==> src/rtl/cnn_frame_sequencer.sv <==
// cnn_frame_sequencer
//   Multi-frame run controller for the lane-detection CNN pipeline.
//   It starts the feature extractor and then the FC layer for each frame.
//   Each FC result is presented on a valid/ready output together with its
//   frame index. A run ends with a run_done pulse and a hold period in DONE.
//
//   Optional build macro CNN_SEQ_WATCHDOG_EN:
//     defined     - a per-stage watchdog bounds FEATURE and WAIT_FC to
//                   PROC_TIMEOUT cycles. On expiry it produces a zero result
//                   tagged result_timeout and bumps timeout_count.
//     not defined - FEATURE and WAIT_FC wait indefinitely. result_timeout
//                   and timeout_count stay 0.
//
// Ports
//   clk, rst                 clock, synchronous active-low reset
//   start_signal/frame_count run request and frames per run (IDLE only)
//   abort                    cancel the current run, back to IDLE
//   fe_start, buf_full       feature extractor start pulse / buffer full level
//   fc_start                 FC layer start pulse
//   fc_result_valid/_data    FC result strobe and value
//   result_valid/_ready      output handshake
//   result_data/_frame/_timeout  latched result, its frame index, watchdog tag
//   run_done                 one-cycle pulse on entry to DONE
//   cnn_busy                 high whenever not IDLE
//   timeout_count            saturating watchdog event count since reset
module cnn_frame_sequencer #(
    parameter int RESULT_W     = 48,
    parameter int TIMER_W      = 16,
    parameter int PROC_TIMEOUT = 50000,
    parameter int DONE_HOLD    = 1000,
    parameter int FRAME_W      = 8
) (
    input  logic                       clk,
    input  logic                       rst,
    input  logic                       start_signal,
    input  logic [FRAME_W-1:0]         frame_count,
    input  logic                       abort,
    output logic                       fe_start,
    input  logic                       buf_full,
    output logic                       fc_start,
    input  logic                       fc_result_valid,
    input  logic signed [RESULT_W-1:0] fc_result_data,
    output logic                       result_valid,
    input  logic                       result_ready,
    output logic signed [RESULT_W-1:0] result_data,
    output logic [FRAME_W-1:0]         result_frame,
    output logic                       result_timeout,
    output logic                       run_done,
    output logic                       cnn_busy,
    output logic [FRAME_W-1:0]         timeout_count
);

    typedef enum logic [2:0] {
        S_IDLE,
        S_FEATURE,
        S_WAIT_FC,
        S_OUTPUT,
        S_DONE
    } state_t;

`ifdef CNN_SEQ_WATCHDOG_EN
    localparam bit WD_EN = 1'b1;
`else
    localparam bit WD_EN = 1'b0;
`endif

    localparam logic [TIMER_W-1:0] PROC_LAST = TIMER_W'(PROC_TIMEOUT - 1);
    localparam logic [TIMER_W-1:0] DONE_LAST = TIMER_W'(DONE_HOLD - 1);

    state_t               state, state_nxt;
    logic [TIMER_W-1:0]   timer;
    logic                 buf_full_d1;
    logic [FRAME_W-1:0]   frames_total;
    logic [FRAME_W-1:0]   frame_idx;
    logic                 buf_rise;
    logic                 handshake;
    logic                 last_frame;
    logic                 wd_expired;
    logic                 fc_take;
    logic                 wd_fire;

    function automatic logic [TIMER_W-1:0] timer_sat_inc(input logic [TIMER_W-1:0] t);
        return (t == {TIMER_W{1'b1}}) ? t : t + TIMER_W'(1);
    endfunction

    function automatic logic [FRAME_W-1:0] count_sat_inc(input logic [FRAME_W-1:0] c);
        return (c == {FRAME_W{1'b1}}) ? c : c + FRAME_W'(1);
    endfunction

    assign buf_rise   = buf_full & ~buf_full_d1;
    assign handshake  = result_valid & result_ready;
    assign last_frame = (frame_idx == frames_total - FRAME_W'(1));
    // A build without the watchdog reduces this to a constant 0, which
    // keeps FEATURE/WAIT_FC waiting forever and the timeout outputs at 0.
    assign wd_expired = WD_EN && (timer == PROC_LAST);
    assign cnn_busy   = (state != S_IDLE);

    always_comb begin
        state_nxt = state;
        fc_take   = 1'b0;
        wd_fire   = 1'b0;
        case (state)
            S_IDLE: begin
                if (start_signal && frame_count != '0) state_nxt = S_FEATURE;
            end
            S_FEATURE: begin
                // A real exit event takes precedence over an expiring watchdog.
                if (buf_rise) begin
                    state_nxt = S_WAIT_FC;
                end else if (wd_expired) begin
                    state_nxt = S_OUTPUT;
                    wd_fire   = 1'b1;
                end
            end
            S_WAIT_FC: begin
                if (fc_result_valid) begin
                    state_nxt = S_OUTPUT;
                    fc_take   = 1'b1;
                end else if (wd_expired) begin
                    state_nxt = S_OUTPUT;
                    wd_fire   = 1'b1;
                end
            end
            S_OUTPUT: begin
                if (handshake) state_nxt = last_frame ? S_DONE : S_FEATURE;
            end
            S_DONE: begin
                if (timer == DONE_LAST) state_nxt = S_IDLE;
            end
            default: state_nxt = S_IDLE;
        endcase
        if (abort && state != S_IDLE) begin
            state_nxt = S_IDLE;
            fc_take   = 1'b0;
            wd_fire   = 1'b0;
        end
    end

    always_ff @(posedge clk) begin
        if (!rst) begin
            state          <= S_IDLE;
            timer          <= '0;
            buf_full_d1    <= 1'b0;
            frames_total   <= '0;
            frame_idx      <= '0;
            fe_start       <= 1'b0;
            fc_start       <= 1'b0;
            result_valid   <= 1'b0;
            result_data    <= '0;
            result_frame   <= '0;
            result_timeout <= 1'b0;
            run_done       <= 1'b0;
            timeout_count  <= '0;
        end else begin
            state       <= state_nxt;
            buf_full_d1 <= buf_full;
            timer       <= (state_nxt != state) ? '0 : timer_sat_inc(timer);

            // Strobes are registered from the upcoming state, so they line up
            // with the first cycle spent in the state they announce.
            fe_start     <= (state_nxt == S_FEATURE) && (state != S_FEATURE);
            fc_start     <= (state_nxt == S_WAIT_FC) && (state != S_WAIT_FC);
            run_done     <= (state_nxt == S_DONE) && (state != S_DONE);
            result_valid <= (state_nxt == S_OUTPUT);

            if (state == S_IDLE && state_nxt == S_FEATURE) begin
                frames_total <= frame_count;
                frame_idx    <= '0;
            end
            if (state == S_OUTPUT && state_nxt == S_FEATURE) begin
                frame_idx <= frame_idx + FRAME_W'(1);
            end

            if (fc_take) begin
                result_data    <= fc_result_data;
                result_frame   <= frame_idx;
                result_timeout <= 1'b0;
            end else if (wd_fire) begin
                result_data    <= '0;
                result_frame   <= frame_idx;
                result_timeout <= 1'b1;
                timeout_count  <= count_sat_inc(timeout_count);
            end
        end
    end

endmodule

==> config.mk <==
export PLATFORM = sky130hd
export DESIGN_NAME = cnn_frame_sequencer
export DESIGN_NICKNAME = d
export VERILOG_FILES = /design/src/rtl/cnn_frame_sequencer.sv
export SDC_FILE = /design/constraint.sdc
export NUM_CORES = 1
export LEC_CHECK = 0
export ABC_AREA = 1
export ABC_CLOCK_PERIOD_IN_PS = 2980
export BUFFER_PORTS_ARGS = -buffer_cell sky130_fd_sc_hd__buf_2
export CELL_PAD_IN_SITES_DETAIL_PLACEMENT = 0
export CELL_PAD_IN_SITES_GLOBAL_PLACEMENT = 1
export CORE_ASPECT_RATIO = 1.5
export CORE_MARGIN = 2
export CORE_UTILIZATION = 36
export CTS_CLUSTER_SIZE = 25
export DETAILED_ROUTE_END_ITERATION = 10
export PLACE_DENSITY = 0.82
export SYNTH_ARGS = -nofsm -noshare
export SYNTH_HDL_FRONTEND = slang
export SYNTH_SLANG_ARGS = --single-unit
==> constraint.sdc <==
create_clock -name clk -period 2.98 [get_ports clk]
set_input_delay 0.298 -clock clk [delete_from_list [all_inputs] [get_ports clk]]
set_output_delay 0.298 -clock clk [all_outputs]
set_load 0.005 [all_outputs]
### Yosys cells after proc, flatten, opt, wreduce, memory -nomap -nowiden

Index checks and enable logic that the tools add are counted.

* register bits: 96
* output and inout bits: 70
* logic and storage cells: 60

* add/sub/neg operators: 3
* equal/unequal tests: 15
* muxes and demuxes: 15
* bitwise logic cells: 4
* reduce and logical (&&, ||, !) cells: 12

Operator list (number)
* 2-to-1 mux 48 bit: 1
* 2-to-1 mux 8 bit: 3
* 2-to-1 mux 3 bit: 7
* adder 16 x 1 -> 16 bit (second input constant): 1
* == test 16 x 10 -> 1 bit (second input constant): 1
* == test 16 bit (second input constant): 1
* case mux 3 bit (5 select lines): 1
* == test 3 x 2 -> 1 bit (second input constant): 4
* adder 8 x 1 -> 8 bit (second input constant): 1
* == test 8 bit: 1
* nonzero test 8 bit: 1
* subtractor 8 x 1 -> 8 bit (second input constant): 1
* logical AND 1 bit: 7
* == test 3 x 1 -> 1 bit (second input constant): 2
* == test 3 bit (second input constant): 2
* zero test 3 bit: 1
* 2-to-1 mux 1 bit: 3
* != test 3 x 1 -> 1 bit (second input constant): 1
* != test 3 x 2 -> 1 bit (second input constant): 1
* != test 3 bit: 1
* != test 3 bit (second input constant): 1
* nonzero test 3 bit: 1
* bitwise AND 1 bit: 2
* NOT 1 bit: 2
* 2 further kinds: 2

### Logic depth before layout (Yosys ltp)

* word-level depth: 10
* depth in mapped cells: 19
* gate-level depth less buffers: 18

### Worst setup path before layout

Ideal clock, no wire load.

* path type: register to register
* start: register frames_total[0]
* end: register timer[2]
* library setup time: 0.062 ns
* arrival time: 1.891 ns
* data required time: 2.918 ns
* slack: 1.027 ns
* stages on the path, launching flop included: 15
* clock period less this slack: 1.953 ns
* cells stage by stage: dfxtp_1 > inv_2 > ha_1 > xor2_1 > nand2_1 > nor2_1 > nand3_1 > nor2_1 > nand2_1 > o21ai_1 > nand2_1 > a21oi_2 > nand2_4 > buf_12 > nor2_4

* longest elaborated chain between the ends: 8

Ends and longest elaborated chain
* start, declared: line 73 `logic [FRAME_W-1:0] frames_total;`
* start signal, assigned: line 167 `frames_total <= frame_count;`
* subtractor 8 x 1 -> 8 bit: line 92 `assign last_frame = (frame_idx == frames_total - FRAME_W'(1));`
* == test 8 bit: line 92
* 2-to-1 mux 3 bit (2 in a row): line 125 `if (handshake) state_nxt = last_frame ? S_DONE : S_FEATURE;`
* case mux 3 bit (5 select lines): line 102 `case (state)`
* 2-to-1 mux 3 bit: line 132 `if (abort && state != S_IDLE) begin`
* != test 3 bit: line 157 `timer <= (state_nxt != state) ? '0 : timer_sat_inc(timer);`
* OR reduction 2 bit (no source line)
* end signal, assigned: line 157
* end, declared: line 71 `logic [TIMER_W-1:0] timer;`

No other way between the ends.
A chain may end at the register's enable or synchronous reset.

### Worst setup path in the final report

* start: register state[0]
* end: register timer[8]

* longest elaborated chain between the ends: 5

Ends and longest elaborated chain
* start, declared: line 70 `state_t state, state_nxt;`
* start signal, assigned: line 155 `state <= state_nxt;`
* == test 3 bit, or another cell as far along: line 102
* case mux 3 bit (5 select lines) / logical AND 1 bit (equally long branches): line 102, 132
* 2-to-1 mux 3 bit: line 132
* != test 3 bit *: line 157
* OR reduction 2 bit (no source line) *

Mark *: on every way between the ends. The rest lies on a longest branch, timed or not.

==> results.cfg <==
[status]
status = complete, no violations

[synth]
avgSynthCellArea_sq_um = 7.46
synth-seq-cells = 96
yosysTopAreaCellShare_pct = 45.3
synthDistinctLibCells = 35
ys_warn_count = 0
synth_top_cells_by_area = dfxtp_1 (45%), nor2_1 (13%), o21ai_0 (7.9%)
netlist_instances = 568
syn_area_sq_um = 4240
yosysSeqAreaShare_pct = 45.3
synth_top_cell_by_area = dfxtp_1

[critical_path]
path_buf_inv = 1
critPathLaunchType = register
arrival_ns = 2.50
crit_chain = inv_1 -> nor3_4 -> nand2_2 -> nand2_1 -> nand2_1 -> nand2_1 -> nand3_1 -> a21oi_2 -> nand2_4 -> nor2_1
required_ns = 3.25
cp_slowest_stage_delay_ns = 0.39
ff2ff_path_depth = 10
slowest_stage = dfxtp_1
worst_setup_path_end_kind = register
crit_top_cell = nand2_1
cp_max_fo = 16
cp_top_family = simple AND/OR/NAND/NOR gates
reg2reg_slack_ns = 0.75
critPathKind = reg2reg
path_depth = 10

[power]
p_leak_nw = 2.51
powerDensity_nw_per_um2 = 562
ir_worst_vdd_uv = 299

[clocking]
htreeDepth = 3
cts_buffer_depth = 2
post_cts_buffers = 0
clkLatencyLatePin_ns = 0.34
clkSinkCount = 96
clk_pin_slew_ns = 0.07
clock-root-buffer = clkbuf_16
cts_tree = yes
cts_made_buffers = 9
hold_buffers = 0
cts_resized = 0

[final_layout]
diodes = 0
area_growth_syn_to_layout_pct = 23.2
fill_cells = 1192
final_common_cell = nor2_1
nNetsFinal = 746
layout_common_cells = nor2_1 (147), buf_2 (123), dfxtp_1 (96)
drive_above_1_share_pct = 24.7

[global_route]
overflow = 0
grt_pass1_wl_um = 18600
grt_pass1_vias = 3934
grt_start_max_net_pins = 62
grt.total_usage_pct = 18.5
grt_antenna_before_repair = 0

[drt]
drt_iter0_markers = 114
firstDrtPassIters = 4
vias = 3995
detail-route-antenna-nets = 0
finalWirelength_um = 11200
detail_route.vias_per_cell = 4.78
drc = 0
wl_per_cell_um = 13.4

[floorplan]
dieHeight_um = 137
start_util_pct = 36.9
coreArea_sq_um = 11500
rows = 48
dieArea_sq_um = 12700
boundaryPins = 133
die_w_um = 92.6

[timing]
report.final.slew_viol_count = 0
max_clock_freq_ghz = 0.448
worst_slack_ns = 0.746
max_slew.worst_pin.slew_ns = 0.648
finalHoldViolations = 0
final.min_clock_period_ns = 2.23
fin_skew_ns = 0.00762
report.final.setup_viol = 0
holdWs_ns = 0.153
fin_crit_sh_pct = 75.0
max-slew-margin-rel_pct = 56.4
final.setup.tns_ns = 0
rsz0062_at_grt = no

[placed_design]
gp_congestion = 0.899
io_buffer_count = 123
dp.final_hpwl_um = 8160
place_ws_ns = 0.762

[hold_path]
whs_path_depth = 3
hold_path.class = in2reg

[flow_run]
drv_cap = 0
[final cells by class]
cell class / instances / area (sq um) / share of cell area [%]
Clock inverter: 6 / 67.6 / 1.29
Tap cell: 150 / 188 / 3.60
Inverter: 37 / 139 / 2.66
Timing Repair Buffer: 126 / 638 / 12.2
Multi-Input combinational cell: 410 / 2040 / 39.0
Clock buffer: 10 / 229 / 4.39
Sequential cell: 96 / 1920 / 36.8
[per-stage QoR]
step | utilization, % | total power [mW] | cells | area [sq um]
after floorplan | - | 1.68 | 576 | 4270
after global placement | 42.9 | 1.80 | 819 | 4920
after detailed placement | 42.9 | 1.80 | 819 | 4920
after CTS | 45.5 | 2.97 | 835 | 5220
after global routing | 45.5 | 3.09 | 835 | 5220
final | 45.5 | 2.93 | 835 | 5220
[per-layer routing]
metal / wire length (um) / GRT usage (%) / vias up
li1: - / - / 2042
met1: 4440 / 19.9 / 1815
met2: 5880 / 34.3 / 108
met3: 452 / 2.97 / 30
met4: 416 / 9.70 / 0
met5: 0 / 0 / -
[final timing paths]
| check | startpoint | endpoint |
|---|---|---|
| max | state[0] | timer[8] |
| min | buf_full | buf_full_d1 |
| max reg2reg | state[0] | timer[8] |
| min reg2reg | frame_idx[7] | frame_idx[7] |
[cells in the mapped netlist, drive strengths merged]
cell / instances
a21oi: 23
buf: 12
clkbuf: 21
clkinv: 2
conb: 1
dfxtp: 96
ha: 3
inv: 35
mux2i: 1
nand2: 69
nand3: 23
nand3b: 3
nand4: 14
nor2: 160
nor3: 9
nor3b: 1
nor4: 3
o211ai: 1
o21a: 1
o21ai: 70
xnor2: 6
xor2: 14
[worst min-delay path, delay by kind of cell]
family                 cells  cell delay [ns]
and+or+nand+nor            1             0.04
buffers and inverters      2             0.13
[cell families (layout without fill, tap and decap cells)]
group                    Yosys count  in the layout  share of synthesized area [%]
AO/OA/AOI/OAI                     95             95                           11.8
XOR/XNOR                          20             20                           4.13
adder cells (fa/ha/maj)            3              3                          0.886
buffers and inverters             70            179                           7.41
flip-flops                        96             96                           45.3
multiplexers                       1              1                          0.236
other                              1              9                         0.0885
AND/OR/NAND/NOR                  282            282                           30.1
[registers in the layout, indices dropped and copies added (netlist names)]
register and count:
timer 16, fc_start 1, result_frame 8, result_data 48, result_valid 1, fe_start 1
buf_full_d1 1, run_done 1, frame_idx 8, frames_total 8, state 3
[report_power, final]
group	switching [mW]	internal (mW)	total (mW)
Clock	0.503	0.657	1.16
Sequential	0.0351	1.34	1.37
Combinational	0.259	0.144	0.403
Total	0.797	2.14	2.93
No activity file was read; power rests on OpenSTA's default activity.
